--- config.mk ---
export PLATFORM = sky130hd
export DESIGN_NAME = alu_sequencer
export DESIGN_NICKNAME = d
export VERILOG_FILES = /design/src/rtl/alu_pkg.sv /design/src/rtl/alu_seq_regs.sv /design/src/rtl/alu_sequencer.sv
export SDC_FILE = /design/constraint.sdc
export NUM_CORES = 1
export LEC_CHECK = 0
export CORE_MARGIN = 2
export CORE_UTILIZATION = 40
export DETAILED_ROUTE_END_ITERATION = 10
export PLACE_DENSITY = 0.75
export SLEW_MARGIN = 20
export SYNTH_ARGS = -nofsm -noshare
export SYNTH_HDL_FRONTEND = slang
export SYNTH_SLANG_ARGS = --single-unit
--- constraint.sdc ---
create_clock -name clk -period 1.6 [get_ports clk]
set_input_delay 0.48 -clock clk [delete_from_list [all_inputs] [get_ports clk]]
set_output_delay 0.48 -clock clk [all_outputs]
set_load 0.05 [all_outputs]
--- src/rtl/alu_pkg.sv ---
// Shared types and helpers for the ALU micro-sequencer: opcodes, FSM states,
// word widths and the rule for which opcodes write back to W and the flags.
package alu_pkg;

  localparam int INSTR_W = 12;
  localparam int DATA_W  = 8;

  typedef enum logic [3:0] {
    OP_PASSB = 4'd0,
    OP_PASSA = 4'd1,
    OP_ADD   = 4'd2,
    OP_SUB   = 4'd3,
    OP_AND   = 4'd4,
    OP_INC   = 4'd5,
    OP_DEC   = 4'd6,
    OP_XOR   = 4'd7,
    OP_NOP   = 4'd8,
    OP_CLR   = 4'd9,
    OP_IOR   = 4'd10,
    OP_SWAP  = 4'd11,
    OP_HALT  = 4'd15
  } opcode_t;

  typedef enum logic [2:0] {
    ST_IDLE,
    ST_FETCH,
    ST_LOAD,
    ST_EXEC,
    ST_DONE
  } state_t;

  // Opcode presented to the ALU whenever no instruction is executing.
  localparam logic [3:0] ALU_HOLD = 4'(OP_NOP);

  // Opcodes 0-7 and 9-11 produce a result that lands in W and the flags.
  function automatic logic writes_w(input logic [3:0] op);
    return (op <= 4'd7) || ((op >= 4'd9) && (op <= 4'd11));
  endfunction

endpackage

--- src/rtl/alu_seq_regs.sv ---
// Working register W plus carry/zero flags, loaded from the 9-bit ALU result.
module alu_seq_regs
  import alu_pkg::*;
(
  input  logic              clk,
  input  logic              reset,
  input  logic              we,
  input  logic [DATA_W:0]   ans,
  output logic [DATA_W-1:0] w,
  output logic              carry,
  output logic              zero
);

  // Capture the ALU result and derive the flags on a write-enabled cycle.
  always_ff @(posedge clk) begin
    if (reset) begin
      w     <= '0;
      carry <= 1'b0;
      zero  <= 1'b0;
    end else if (we) begin
      w     <= ans[DATA_W-1:0];
      carry <= ans[DATA_W];
      zero  <= (ans[DATA_W-1:0] == '0);
    end
  end

endmodule

--- src/rtl/alu_sequencer.sv ---
// Micro-sequencer: fetches 12-bit instructions from a synchronous program
// memory, drives the combinational ALU and writes results back into W/flags.
// Each non-halt instruction takes FETCH, LOAD, EXEC (3 cycles).
module alu_sequencer
  import alu_pkg::*;
#(
  parameter int         PC_W    = 4,
  parameter logic [3:0] HALT_OP = 4'hF
) (
  input  logic               clk,
  input  logic               reset,
  input  logic               start,
  output logic [PC_W-1:0]    prog_addr,
  input  logic [INSTR_W-1:0] prog_data,
  output logic [3:0]         alu_inst,
  output logic [DATA_W-1:0]  alu_a,
  output logic [DATA_W-1:0]  alu_b,
  input  logic [DATA_W:0]    alu_ans,
  output logic [DATA_W-1:0]  w_out,
  output logic               carry,
  output logic               zero,
  output logic               busy,
  output logic               done
);

  state_t             state;
  logic [PC_W-1:0]    pc;
  logic [INSTR_W-1:0] ir;
  logic               wr_en;

  // Result write-back happens only on the edge that ends EXEC.
  assign wr_en     = (state == ST_EXEC) && writes_w(ir[11:8]);
  assign prog_addr = pc;
  assign alu_b     = ir[7:0];
  assign alu_a     = w_out;

  alu_seq_regs u_regs (
    .clk   (clk),
    .reset (reset),
    .we    (wr_en),
    .ans   (alu_ans),
    .w     (w_out),
    .carry (carry),
    .zero  (zero)
  );

  // Control FSM; alu_inst, busy and done are registered alongside the state.
  always_ff @(posedge clk) begin
    if (reset) begin
      state    <= ST_IDLE;
      pc       <= '0;
      ir       <= '0;
      alu_inst <= ALU_HOLD;
      busy     <= 1'b0;
      done     <= 1'b0;
    end else begin
      done     <= 1'b0;
      alu_inst <= ALU_HOLD;
      case (state)
        ST_IDLE: begin
          if (start) begin
            pc    <= '0;
            busy  <= 1'b1;
            state <= ST_FETCH;
          end
        end
        ST_FETCH: begin
          state <= ST_LOAD;
        end
        ST_LOAD: begin
          ir <= prog_data;
          if (prog_data[11:8] == HALT_OP) begin
            done  <= 1'b1;
            state <= ST_DONE;
          end else begin
            alu_inst <= prog_data[11:8];
            state    <= ST_EXEC;
          end
        end
        ST_EXEC: begin
          pc    <= pc + PC_W'(1);
          state <= ST_FETCH;
        end
        ST_DONE: begin
          busy  <= 1'b0;
          state <= ST_IDLE;
        end
        default: begin
          busy  <= 1'b0;
          state <= ST_IDLE;
        end
      endcase
    end
  end

endmodule

## Word-level counts from Yosys, hierarchy flattened

Index checks and enable logic that the tools add are counted.

- Add/subtract/negate cells: 1
- Order comparisons: 3
- Equal/unequal tests: 5
- Multiplexer cells: 8
- Bitwise logic cells: 2
- Reductions and logical operators: 11

Operators by type and width:

| operator | count |
|---|---|
| 3-bit case mux with 4 select lines | 1 |
| 8-bit zero test | 1 |
| 4-bit case mux with 2 select lines | 1 |
| 3-bit by 2-bit == test with 1-bit output (second input constant) | 2 |
| 3-bit two-way mux | 2 |
| 3-bit OR reduction | 2 |
| 4-bit by 1-bit adder with 4-bit output (second input constant) | 1 |
| 4-bit == test (second input constant) | 1 |
| 4-bit greater-or-equal comparator (second input constant) | 1 |
| 4-bit by 3-bit less-or-equal comparator with 1-bit output (second input constant) | 1 |
| 4-bit less-or-equal comparator (second input constant) | 1 |
| 4-bit two-way mux | 1 |
| 2-bit AND reduction | 2 |
| 3-bit by 1-bit == test with 1-bit output (second input constant) | 1 |
| 3-bit zero test | 1 |
| 1-bit logical AND | 2 |
| 1-bit two-way mux | 2 |
| 2-bit != test (second input constant) | 1 |
| 1-bit NOT | 2 |
| 1-bit case mux with 2 select lines | 1 |
| 2-bit nonzero test | 1 |
| 2-bit OR reduction | 1 |
| 1-bit logical OR | 1 |

- Register bits after elaboration: 35
- Bits of input ports: 24
- Output and inout port bits: 36
- Logic and storage cells: 39

## Depth between registers and ports, before layout

Gate-level depths: netlist (run 1).

- Word-level depth: 4
- Depth in mapped cells: 5
- Mapped depth without buffers: 3

## Cells and area by module

A second synthesis (run 1) with hierarchy kept.

- Cells, all modules: 159
- Area total of the unflattened synthesis: 1471.4 µm²

Modules (own cells, without submodules):

| module | instances | cells each | area an instance (µm²) | sequential area each (µm²) |
|---|---|---|---|---|
| alu_sequencer | 1 | 124 | 1082.3 | 500.5 |
| alu_seq_regs | 1 | 35 | 389.1 | 200.2 |

## Worst setup path before layout (run 1)

OpenSTA, ideal clock, no wires.

- Kind: input to register
- Start: in start
- End: reg pc[3] (netlist: prog_addr[3])
- Library setup time: 155 ps
- Arrival: 1257 ps
- Required time: 1445 ps
- Setup slack: 188 ps
- Stages on the path: 3
- Buffers on the path: 0
- Cells stage by stage: or4b_2 > nand2_1 > a311oi_1

- Cells in the longest elaborated chain, start to end: 2

RTL lines:

| what | RTL line | RTL |
|---|---|---|
| start: declaration | alu_sequencer.sv:12 | `input logic start,` |
| 2-bit != test (no source line) | - |  |
| 2-bit AND reduction (no source line) | - |  |
| end signal: assignment | alu_sequencer.sv:81 | `pc <= pc + PC_W'(1);` |
| end: declaration | alu_sequencer.sv:27 | `logic [PC_W-1:0] pc;` |

Every way passes these cells.
A chain may end at the register's enable or synchronous reset.

## Final worst setup path (run 1)

Ends and elaborated chain as after synthesis.

==> metrics.cfg, run 1 <==
[die]
row_count = 22
core_sq_mm = 0.00366
start_util_pct = 41.3
die_width_um = 65.5
ios = 60
die-area_sq_mm = 0.00429
die_h_um = 65.5

[sta]
worst_pin_slew_ps = 310
finalSetupViolations = 0
drv_slew = 0
min_period_ps = 1490
fin_worst_skew_ps = 6.88
fin_ws_ps = 111
hold_viol_final = 0
rsz0062_at_grt = false
tns_ps = 0
timing.slew.headroom_pct = 79.3
timing.final.crit_share_pct = 93.0
fmax_ghz = 0.672

[setup_path]
cp_cell_sequence = clkdlybuf4s50_1 -> or4b_4 -> nand2_1 -> a311oi_1
cp_top_family = simple AND/OR/NAND/NOR gates
rr_worst_depth = 4
worstPathMaxFanout = 4
end_kind = flop
worstPathRequired_ps = 1760
path_buf_inv = 1
path_class = in -> reg
r2r_start = state[1]
cp-start-kind = input pin
cpMaxStageDelayCell = clkdlybuf4s50_1
r2r_setup_slack_ps = 180
critPathMaxStageDelay_ps = 500
cp.arrival_ps = 1650
r2r-end = ir[0]

[min_path]
min_path_type = reg -> reg
hp-start = ir[10]
whs_endpoint = ir[10]
min_path_cells = 2

[power]
seq_power_share_pct = 48.1
p_int_mw = 1.43
power_density_mw_per_mm2 = 779
vdd_ir_drop_max_uv = 538
leakage_nw = 0.947
p_clk_share_pct = 30.5
p_comb_share_pct = 21.4
switching_share_pct = 27.6
net-switching-power_mw = 0.544
power_mw = 1.97

[route]
vias = 1283
via_per_inst = 4.77
drc = 0
drt_pass1_iterations = 4
first_iter_violations = 50
post_drt_wl_per_cell_um = 12.1
detail-route-antenna-nets = 0
routed_wl_mm = 3.26

[yosys]
avgSynthCellArea_sq_um = 9.00
syn_nets = 193
syn_area_sq_mm = 0.00151
synth_top_area_share_pct = 46.3
yosysSeqAreaShare_pct = 46.3
ys_warn_count = 0
netlist_instances = 168
synth_cell_types = 31
synth_seq_cells = 35
yosysTopAreaCell = dfxtp_1
netlist_top_cells_area = dfxtp_1, nand2b_1, buf_4

[cts]
cts.clk_slew.worst_paths_ps = 70
clk_latency_ps = 290
cts_sinks = 35
h-tree-depth = 2
cts_buffers = 5
cts_tree = done
clk_path_buf_depth = 2
root_buffer = clkbuf_8

[finish]
areaGrowthSynthToFinish_pct = 67.3
nNetsFinal = 245
final_util_pct = 69.1
drive_gt1_share_pct = 25.3
n_antenna_cell = 0
design_area_sq_mm = 0.00253

[place]
globalplace.congestion = 0.729
place_ws_ps = -358
dp_hpwl_mm = 2.52
port_buffers = 59
dpl_cell_area_sq_mm = 0.00244

[grt]
grt_usage_pct = 16.5
first_global_vias = 1181
grt_start_max_net_pins = 36
overflow = 0
antenna_found_initial = 0
grt_pass1_wl_mm = 5.31

[status]
status = complete, no violations

[run]
drv_cap = 0

[synth_stat cells]
master and count:
mux2i_1 10, ha_1 1, buf_6 2, and2_1 3
dfxtp_1 35, a211oi_1 2, or4b_2 1, inv_1 1
nor3b_1 1, a311oi_1 1, clkbuf_1 4, buf_2 2
or2b_1 1, or3_1 1, buf_4 16, o21ai_0 1
o21bai_1 1, nor3_1 4, a21oi_1 17, nand2_1 28
nor2_1 2, nor3b_2 1, or3b_1 1, nand4_1 1
and3_1 1, nand3b_1 2, nand3_1 4, nand2b_1 20
a41oi_1 1, and3b_1 1, nor4_1 2
[power by group through the flow]
stage | registers, mW | clock network, mW | logic (mW)
after floorplan | 0.986 | 0 | 0.196
after global placement | 0.965 | 0 | 0.416
after detailed placement | 0.967 | 0 | 0.421
after CTS | 0.948 | 0.615 | 0.425
after global routing | 0.953 | 0.676 | 0.449
final | 0.948 | 0.601 | 0.422
[kinds of logic after synthesis]
kind of cell / count (synthesis) / synth area share, %
AND/OR/NAND/NOR: 74 / 26.3
flip-flops: 35 / 46.3
buffers and inverters: 25 / 11.3
AO/OA/AOI/OAI: 23 / 8.60
multiplexers: 10 / 6.62
adder cells (fa/ha/maj): 1 / 0.827
[final cells by class]
type	instances	area (sq um)
repair buffers	69	1040
inverters	1	3.75
multi-input cells	108	644
well taps	48	60.1
clock buffers	5	68.8
clock inverters	3	15.0
fillers	263	1130
flip-flops and latches	35	701
[stage by stage]
stage	hold slack, ps	instances
finish	452	269
global route	477	269
CTS	457	269
detailed placement	450	261
global placement	439	261
floorplan	433	168
[tightest hold or removal path: cells and delay by family, from the launching register on]
family,cells,cell delay [ps]
and+or+nand+nor,1,50
AOI/OAI and AO/OA,1,50
DFF,1,310
[sequential cells by signal (all words and copies together), names as in the netlist]
signal,count
prog_addr,4
alu_inst,4
ir,12
done,1
u_regs.zero,1
u_regs.carry,1
state,3
u_regs.w,8
busy,1
[layout by cell type, fill, tap and decap left out, types with 3 or more instances in the layout]
cell type,instances
clkdlybuf4s50_1,23
buf_12,37
nor3_1,4
a21oi_1,17
clkinv_2,3
nand2_1,28
nand2b_1,20
dfxtp_1,35
mux2i_1,10
nand3_1,4
and2_1,3
clkbuf_8,5
buf_4,9
[what timing repair did]
item | 4_1_cts | 5_1_grt
hold buffers | 0 | 0
gates resized for setup | 1 | 0
setup buffers | 0 | 0
endpoints found under the setup margin | 3 | 0
[layer usage]
| metal | track usage, % | share of wire [%] |
|---|---|---|
| met1 | 17.5 | 40 |
| met2 | 28.8 | 51 |
| met3 | 6.85 | 6.6 |
| met4 | 7.03 | 1.8 |
| met5 | 0 | 0 |
[how the worst max path moves through the flow]
stage / startpoint / to / slack (ps) / depth (start not counted)
floorplan: start / prog_addr[3] / 190 / 3
global placement: start / prog_addr[3] / -330 / 4
detailed placement: start / prog_addr[3] / -360 / 4
CTS: start / prog_addr[3] / 120 / 4
global route: state[1] / u_regs.carry / 70 / 4
finish: start / prog_addr[3] / 110 / 4
No activity file was read; power rests on OpenSTA's default activity.
==> run 2: changes to the inputs <==
Settings changed: CTS_CLUSTER_SIZE from default to 28, GPL_ROUTABILITY_DRIVEN from default to 0.
==> results of run 2 <==
No change in the layout: final DEF, timing and power equal those of run 1.
